[src/rtl/wptr_full_ctrl_pkg.sv]
`default_nettype none
// ============================================================================
//  Module      : wptr_full_ctrl_pkg
//  Description : Shared FIFO package. Holds the default address width and the
//                binary/Gray conversion helpers used by both pointer domains.
//                The helpers work on 32-bit vectors. Callers zero-extend their
//                pointer into the function and size-cast the result back.
//  Revision    : 1.0  initial release
// ============================================================================
package wptr_full_ctrl_pkg;

    localparam int c_ASIZE_DEFAULT = 4;

    // Zero upper bits do not disturb the conversion.
    function automatic logic [31:0] bin2gray(input logic [31:0] bin);
        return bin ^ (bin >> 1);
    endfunction

    // Prefix XOR from the MSB down. Zero upper bits contribute nothing.
    function automatic logic [31:0] gray2bin(input logic [31:0] gray);
        logic [31:0] bin;
        bin = gray;
        for (int i = 1; i < 32; i++) begin
            bin = bin ^ (gray >> i);
        end
        return bin;
    endfunction

endpackage : wptr_full_ctrl_pkg
`default_nettype wire

[src/rtl/wptr_full_ctrl_sync_2ff.sv]
`default_nettype none
// ============================================================================
//  Module      : sync_2ff
//  Description : Two-flop synchroniser for a multi-bit Gray-coded bus.
//  Ports       : wclk  - destination clock
//                wrst  - synchronous active-high reset
//                d     - asynchronous input bus
//                q     - output from the second synchroniser stage
//  Revision    : 1.0  initial release
// ============================================================================
module sync_2ff #(
    parameter int WIDTH = 5
) (
    input  logic             wclk,
    input  logic             wrst,
    input  logic [WIDTH-1:0] d,
    output logic [WIDTH-1:0] q
);

    logic [WIDTH-1:0] r_q1;
    logic [WIDTH-1:0] r_q2;

    always_ff @(posedge wclk) begin
        if (wrst) begin
            r_q1 <= '0;
            r_q2 <= '0;
        end else begin
            r_q1 <= d;
            r_q2 <= r_q1;
        end
    end

    assign q = r_q2;

endmodule : sync_2ff
`default_nettype wire

[src/rtl/wptr_full_ctrl.sv]
`default_nettype none
// ============================================================================
//  Module      : wptr_full_ctrl
//  Description : Write-side pointer and flag logic of an asynchronous FIFO.
//                It keeps the binary and Gray write pointers. It produces
//                zero-latency full, almost-full, occupancy and a sticky
//                overflow flag, all against a synchronised read pointer.
//  Ports       : wclk          - write clock
//                wrst          - synchronous active-high reset
//                winc          - write request
//                rptr          - Gray read pointer (read clock domain)
//                wovf_clr      - clear sticky overflow
//                waddr         - binary RAM write address
//                wptr          - registered Gray write pointer
//                wfull         - FIFO full
//                walmost_full  - level >= AF_LEVEL
//                wlevel        - occupancy seen from the write side
//                woverflow     - sticky: write attempted while full
//  Revision    : 1.0  initial release
// ============================================================================
module wptr_full_ctrl
    import wptr_full_ctrl_pkg::*;
#(
    parameter int ASIZE    = c_ASIZE_DEFAULT,
    parameter int AF_LEVEL = 12
) (
    input  logic             wclk,
    input  logic             wrst,
    input  logic             winc,
    input  logic [ASIZE:0]   rptr,
    input  logic             wovf_clr,
    output logic [ASIZE-1:0] waddr,
    output logic [ASIZE:0]   wptr,
    output logic             wfull,
    output logic             walmost_full,
    output logic [ASIZE:0]   wlevel,
    output logic             woverflow
);

    // Threshold is one bit wider so that AF_LEVEL == 2**ASIZE is representable.
    localparam logic [ASIZE+1:0] c_AF_LEVEL = (ASIZE+2)'(AF_LEVEL);

    logic [ASIZE:0] r_wbin;
    logic [ASIZE:0] r_wptr;
    logic           r_wfull;
    logic           r_walmost_full;
    logic [ASIZE:0] r_wlevel;
    logic           r_woverflow;

    logic [ASIZE:0] w_rq2;
    logic [ASIZE:0] w_wbnext;
    logic [ASIZE:0] w_wgnext;
    logic [ASIZE:0] w_rbin_s;
    logic [ASIZE:0] w_level_next;
    logic           w_full_next;

    sync_2ff #(
        .WIDTH (ASIZE + 1)
    ) u_rptr_sync (
        .wclk (wclk),
        .wrst (wrst),
        .d    (rptr),
        .q    (w_rq2)
    );

    // A write is accepted only against the registered full flag. A read
    // release is therefore never acted on before it reaches wfull.
    assign w_wbnext = r_wbin + (ASIZE+1)'(winc & ~r_wfull);
    assign w_wgnext = (ASIZE+1)'(bin2gray(32'(w_wbnext)));
    assign w_rbin_s = (ASIZE+1)'(gray2bin(32'(w_rq2)));

    // Modulo 2**(ASIZE+1) subtraction stays correct across the pointer wrap.
    assign w_level_next = w_wbnext - w_rbin_s;

    // Full when the next write pointer has gone exactly one lap past the read
    // pointer. In Gray code this means the top two bits are inverted.
    assign w_full_next = (w_wgnext == {~w_rq2[ASIZE:ASIZE-1], w_rq2[ASIZE-2:0]});

    always_ff @(posedge wclk) begin
        if (wrst) begin
            r_wbin         <= '0;
            r_wptr         <= '0;
            r_wfull        <= 1'b0;
            r_walmost_full <= 1'b0;
            r_wlevel       <= '0;
            r_woverflow    <= 1'b0;
        end else begin
            r_wbin         <= w_wbnext;
            r_wptr         <= w_wgnext;
            r_wfull        <= w_full_next;
            r_walmost_full <= ({1'b0, w_level_next} >= c_AF_LEVEL);
            r_wlevel       <= w_level_next;
            // A new overflow takes priority over a coincident clear.
            if (winc && r_wfull) begin
                r_woverflow <= 1'b1;
            end else if (wovf_clr) begin
                r_woverflow <= 1'b0;
            end
        end
    end

    assign waddr        = r_wbin[ASIZE-1:0];
    assign wptr         = r_wptr;
    assign wfull        = r_wfull;
    assign walmost_full = r_walmost_full;
    assign wlevel       = r_wlevel;
    assign woverflow    = r_woverflow;

endmodule : wptr_full_ctrl
`default_nettype wire

[config.mk]
export PLATFORM = sky130hd
export DESIGN_NAME = wptr_full_ctrl
export DESIGN_NICKNAME = d
export VERILOG_FILES = /design/src/rtl/wptr_full_ctrl_pkg.sv /design/src/rtl/wptr_full_ctrl_sync_2ff.sv /design/src/rtl/wptr_full_ctrl.sv
export SDC_FILE = /design/constraint.sdc
export NUM_CORES = 1
export LEC_CHECK = 0
export ABC_AREA = 1
export BUFFER_PORTS_ARGS = -buffer_cell sky130_fd_sc_hd__buf_2
export CAP_MARGIN = 20
export CORE_ASPECT_RATIO = 0.7
export CORE_MARGIN = 2
export CORE_UTILIZATION = 45
export CTS_BUF_LIST = sky130_fd_sc_hd__clkbuf_4 sky130_fd_sc_hd__clkbuf_8 sky130_fd_sc_hd__clkbuf_16
export CTS_CLUSTER_SIZE = 24
export DETAILED_ROUTE_END_ITERATION = 10
export PLACE_DENSITY = 0.68
export SLEW_MARGIN = 15
export SYNTH_ARGS = -nofsm -noshare
export SYNTH_HDL_FRONTEND = slang
export SYNTH_SLANG_ARGS = --single-unit
[constraint.sdc]
create_clock -name wclk -period 2.86 [get_ports wclk]
set_input_delay 0.572 -clock wclk [delete_from_list [all_inputs] [get_ports wclk]]
set_output_delay 0.572 -clock wclk [all_outputs]
set_load 0.02 [all_outputs]
Word level (Yosys, flattened, before mapping):

Cells that the tools add are included.

* mux-type cells: 2
* add/sub/neg operators: 2
* bitwise operators: 8
* reductions and logical operators: 2
* equality and inequality tests: 1
* $lt $le $gt $ge: 1

Operator list (number)
* 5-bit by 4-bit bitwise XOR with 5-bit output: 2
* 5-bit adder: 1
* 1-bit by 5-bit bitwise AND with 5-bit output: 1
* 5-bit equality test: 1
* 5-bit by 4-bit >= comparator with 1-bit output (second input constant): 1
* 1-bit inverter with 5-bit output: 1
* 5-bit subtractor: 1
* 5-bit by 1-bit bitwise XOR with 5-bit output: 1
* 5-bit by 2-bit bitwise XOR with 5-bit output: 1
* 5-bit by 3-bit bitwise XOR with 5-bit output: 1
* 1-bit 2-to-1 mux: 2
* 2-bit inverter: 1
* 2-bit nonzero test: 1
* 1-bit logical AND: 1

* word-level logic and storage cells: 24
* bits of input ports: 9
* output and inout bits: 17
* flip-flop bits (word level): 28

Logic depth before layout (Yosys ltp):

* word-level depth: 6
* depth in mapped cells: 15
* mapped depth without buffers: 15

Cells and area by module:

Synthesis repeated with hierarchy kept, for this count alone.

* cell total of the unflattened synthesis: 162
* area total of the unflattened synthesis: 1251.2 um^2

By module, submodules not included
* wptr_full_ctrl: seq. area each 340.3 um^2, cells an instance 131, instances 1, area each 964.7 um^2
* sync_2ff: seq. area each 200.2 um^2, cells an instance 31, instances 1, area each 286.5 um^2

Worst setup path before layout:

Ideal clock, no wire load.

* kind: in2reg
* start: in winc
* end: reg r_walmost_full, in the netlist walmost_full
* arrival: 2181 ps
* library setup time: 115 ps
* data required time: 2745 ps
* stages: 12
* path buffers: 0
* slack: 564 ps
* path through: inv_1 -> nor2_1 -> ha_1 -> ha_1 -> inv_1 -> fa_1 -> o21bai_1 -> a21oi_1 -> inv_1 -> nand3_1 -> nand3_1 -> nand2_1

* cells in the longest elaborated chain, start to end: 4

Ends and longest elaborated chain
* start: declaration: RTL line wptr_full_ctrl.sv:29 `input logic winc,`
* 1-bit by 5-bit bitwise AND with 5-bit output: RTL line wptr_full_ctrl.sv:68 `assign w_wbnext = r_wbin + (ASIZE+1)'(winc & ~r_wfull);`
* 5-bit adder: RTL line wptr_full_ctrl.sv:68
* named net w_wbnext[1]: RTL line wptr_full_ctrl.sv:51 `logic [ASIZE:0] w_wbnext;`
* 5-bit subtractor: RTL line wptr_full_ctrl.sv:73 `assign w_level_next = w_wbnext - w_rbin_s;`
* 5-bit by 4-bit >= comparator with 1-bit output: RTL line wptr_full_ctrl.sv:91 `r_walmost_full <= ({1'b0, w_level_next} >= c_AF_LEVEL);`
* end signal: assignment: RTL line wptr_full_ctrl.sv:91
* end: declaration: RTL line wptr_full_ctrl.sv:46 `logic r_walmost_full;`

The timed path passes the listed nets, and every way through them passes these cells.
A chain may end at the register's enable or synchronous reset.

Worst setup path in the final report:

* start: in winc
* end: reg r_wlevel[4], in the netlist wlevel[4]

* cells in the longest elaborated chain, start to end: 3

Ends and longest elaborated chain
* 1-bit by 5-bit bitwise AND with 5-bit output: RTL line wptr_full_ctrl.sv:68
* 5-bit adder: RTL line wptr_full_ctrl.sv:68
* named net w_wbnext[2]: RTL line wptr_full_ctrl.sv:51
* 5-bit subtractor: RTL line wptr_full_ctrl.sv:73
* end signal: assignment: RTL line wptr_full_ctrl.sv:92 `r_wlevel <= w_level_next;`
* end: declaration: RTL line wptr_full_ctrl.sv:47 `logic [ASIZE:0] r_wlevel;`

The timed path passes the listed nets, and every way through them passes these cells.

==> results by group <==
Outcome
  – Status: finished clean

Global routing
  – GR Util met1: 0.205
  – GRT Residual Overflow: 0
  – M2 GR Usage: 0.282
  – Initial antenna violation count: 0
  – GRT Overall Usage: 0.164
  – Vias in the first global route: 886
  – Routing usage on met3: 0.0565
  – Largest net degree at the start of global routing: 24
  – First-pass GRT wire length: 3750 µm
  – Grt peak-use layer: met2

Logic synthesis
  – Area share of the largest cell type after synthesis: 0.434
  – Most frequent cells after synthesis: nand2_1, dfxtp_1, inv_1
  – Synth Instances: 161
  – Post-Syn Area: 1250 µm²
  – Post-synthesis register bit count: 27
  – Sequential element share of the synthesized area: 0.434
  – Synth area leaders: dfxtp_1, nand2_1, inv_1
  – Top_reg_cell synth: dfxtp_1
  – Unique masters post-synth: 21
  – Number of synthesized flops with an enable pin: 0
  – Post-Syn Area per Cell: 7.74 µm²
  – Synth area leader: dfxtp_1
  – Top-count cell post-synth: nand2_1
  – Post-Syn Nets: 177
  – Synth warn: 0
  – Asr flop ratio synth: 0

Place
  – Hpwl dp: 1770 µm
  – # port buffers: 25
  – Routability cong.: 0.913

CTS
  – Total CTS buffers: 3
  – Clock sink total: 27
  – H-tree levels: 1
  – Maximum clock insertion buffer count: 2
  – TritonCTS clock tree: built
  – Post-CTS Setup Bufs: 0
  – CTS Hold Bufs: 0
  – Clock Pin Slew Worst Setup and Hold Paths: 90 ps
  – Clk_lat worst skew: 270 ps
  – Root Buffer: clkbuf_8
  – # resized after CTS: 0

Drt
  – Routed vias: 1036
  – Residual DRC: 0
  – Avg WL per Cell: 10.3 µm
  – DR vias/cell: 4.69
  – DRT Wirelength: 2280 µm
  – Initial DRC Count: 30
  – Pre-antenna DRT Iters: 4
  – Routed Antenna Nets: 0

Setup path
  – Critical path launch point type: input port
  – Crit. End Element: flip-flop
  – CP Cell Sequence: buf_2, inv_1, nor2_1, ha_1, ha_1, inv_1, nand2_1, nand2_2, ha_1, inv_1, o21bai_1, a21oi_1, inv_1, nand3_1, nand3_1, inv_1
  – Worst Path Arrival: 2560 ps
  – CP top delay family: adder cells
  – Crit path max fanout: 6
  – Worst path bufs/invs: 6
  – CP dominant cell by count: inv_1
  – Crit-path slowest cell: ha_1
  – CP Class: input port to flip-flop
  – Crit-path max cell delay: 340 ps
  – Worst path required time: 3080 ps

Die
  – Core Area: 2550 µm²
  – Die Area: 3210 µm²
  – Die width: 66.9 µm
  – Row cnt: 15
  – Die Height: 48.0 µm
  – I/O pins: 26
  – Initial Util: 0.488

STA
  – RSZ-0062 raised after global routing: no
  – Highest clock rate: 427 MHz
  – Relative max-transition margin: 0.732
  – Worst Skew: 1.43 ps
  – Minimum clock period: 2340 ps
  – Worst hold slack: 407 ps
  – Setup violations, final: 0
  – Max-slew violation count: 0
  – Final period util: 0.819
  – Final Hold Viols: 0
  – Sum Neg Setup Slack: 0 ps
  – Least-Margin Pin Slew: 401 ps

Layout
  – Util after Layout: 0.566
  – Fin nets: 204
  – Share of layout cells above drive strength 1: 0.219
  – Area grow syn2layout: 15.9%
  – N_diodes: 0

Flow run
  – Max_cap viols: 0

Power and ir drop
  – Power per Cell Area: 579 nW/µm²
  – Leak: 0.741 nW
  – Worst vdd ir: 0.000377 V

Min path
  – Hold crit path type: flip-flop to flip-flop
==> cells by family (layout without fill, tap and decap cells) <==
logic type	count (synthesis)	count (layout)	share of synthesized area
buffers and inverters	28	54	0.0904
DFF	27	27	0.434
xor gates and xnor gates	6	6	0.0542
and+or+nand+nor	83	83	0.303
adders and majority gates	7	7	0.0763
AOI/OAI and AO/OA	10	10	0.0422
==> registers in the layout, indices dropped and copies added, names as in the netlist <==
| name | cells |
|---|---|
| r_wbin | 5 |
| u_rptr_sync.q | 5 |
| u_rptr_sync.r_q1 | 5 |
| walmost_full | 1 |
| wfull | 1 |
| wlevel | 5 |
| woverflow | 1 |
| wptr | 4 |
==> where the power goes <==
group	total (mW)	internal (mW)	leakage [nW]	switching, mW
registers	0.421	0.409	0.222	0.0125
logic	0.194	0.0727	0.493	0.121
clock network	0.221	0.109	0.0262	0.111
==> worst min-delay path: cells and delay by family, from the launching register on <==
kind / cells / cell delay (ps)
buffers and inverters: 1 / 40
flip-flops: 1 / 310
AND/OR/NAND/NOR: 1 / 30
==> metrics by stage <==
stage	instances	total power, mW	area [µm²]	setup slack, ps
2_1_floorplan	161	0.571	1250	564
5_1_grt	221	0.891	1440	312
4_1_cts	221	0.846	1440	550
3_3_place_gp	217	0.619	1400	327
3_5_place_dp	217	0.626	1400	273
6_report	221	0.836	1440	517
==> path summary, 6_finish.rpt <==
check                            from  slack (ps)  cells past startpoint               end
setup / recovery                 winc         520                     16         wlevel[4]
setup reg to reg                wfull         590                     14         wlevel[4]
hold reg to reg   u_rptr_sync.r_q1[4]         410                      2  u_rptr_sync.q[4]
hold / removal    u_rptr_sync.r_q1[4]         410                      2  u_rptr_sync.q[4]
==> cells in the final DEF (no fill, tap or decap), drive strengths merged <==
master	instances
and2	1
buf	25
nor2	23
xor2	2
xnor2	4
nand2	42
o21ai	2
dfxtp	27
inv	25
fa	1
clkbuf	4
ha	6
nand3b	2
nand3	11
nand4	4
o21bai	1
a21oi	7
==> cell type report <==
cell class | instances | area (µm²)
fill | 250 | 1110
multi-input combinational | 106 | 593
sequential | 27 | 541
timing repair buffer | 25 | 125
inverter | 25 | 93.8
clock buffer | 4 | 48.8
tap | 34 | 42.5
==> metal layers <==
layer | vias to the layer above | wire length (µm)
li1 | 544 | -
met5 | - | 0
met2 | 21 | 1050
met1 | 469 | 1080
met3 | 2 | 129
met4 | 0 | 20
Note: power is estimated with default switching activity, not from simulation.
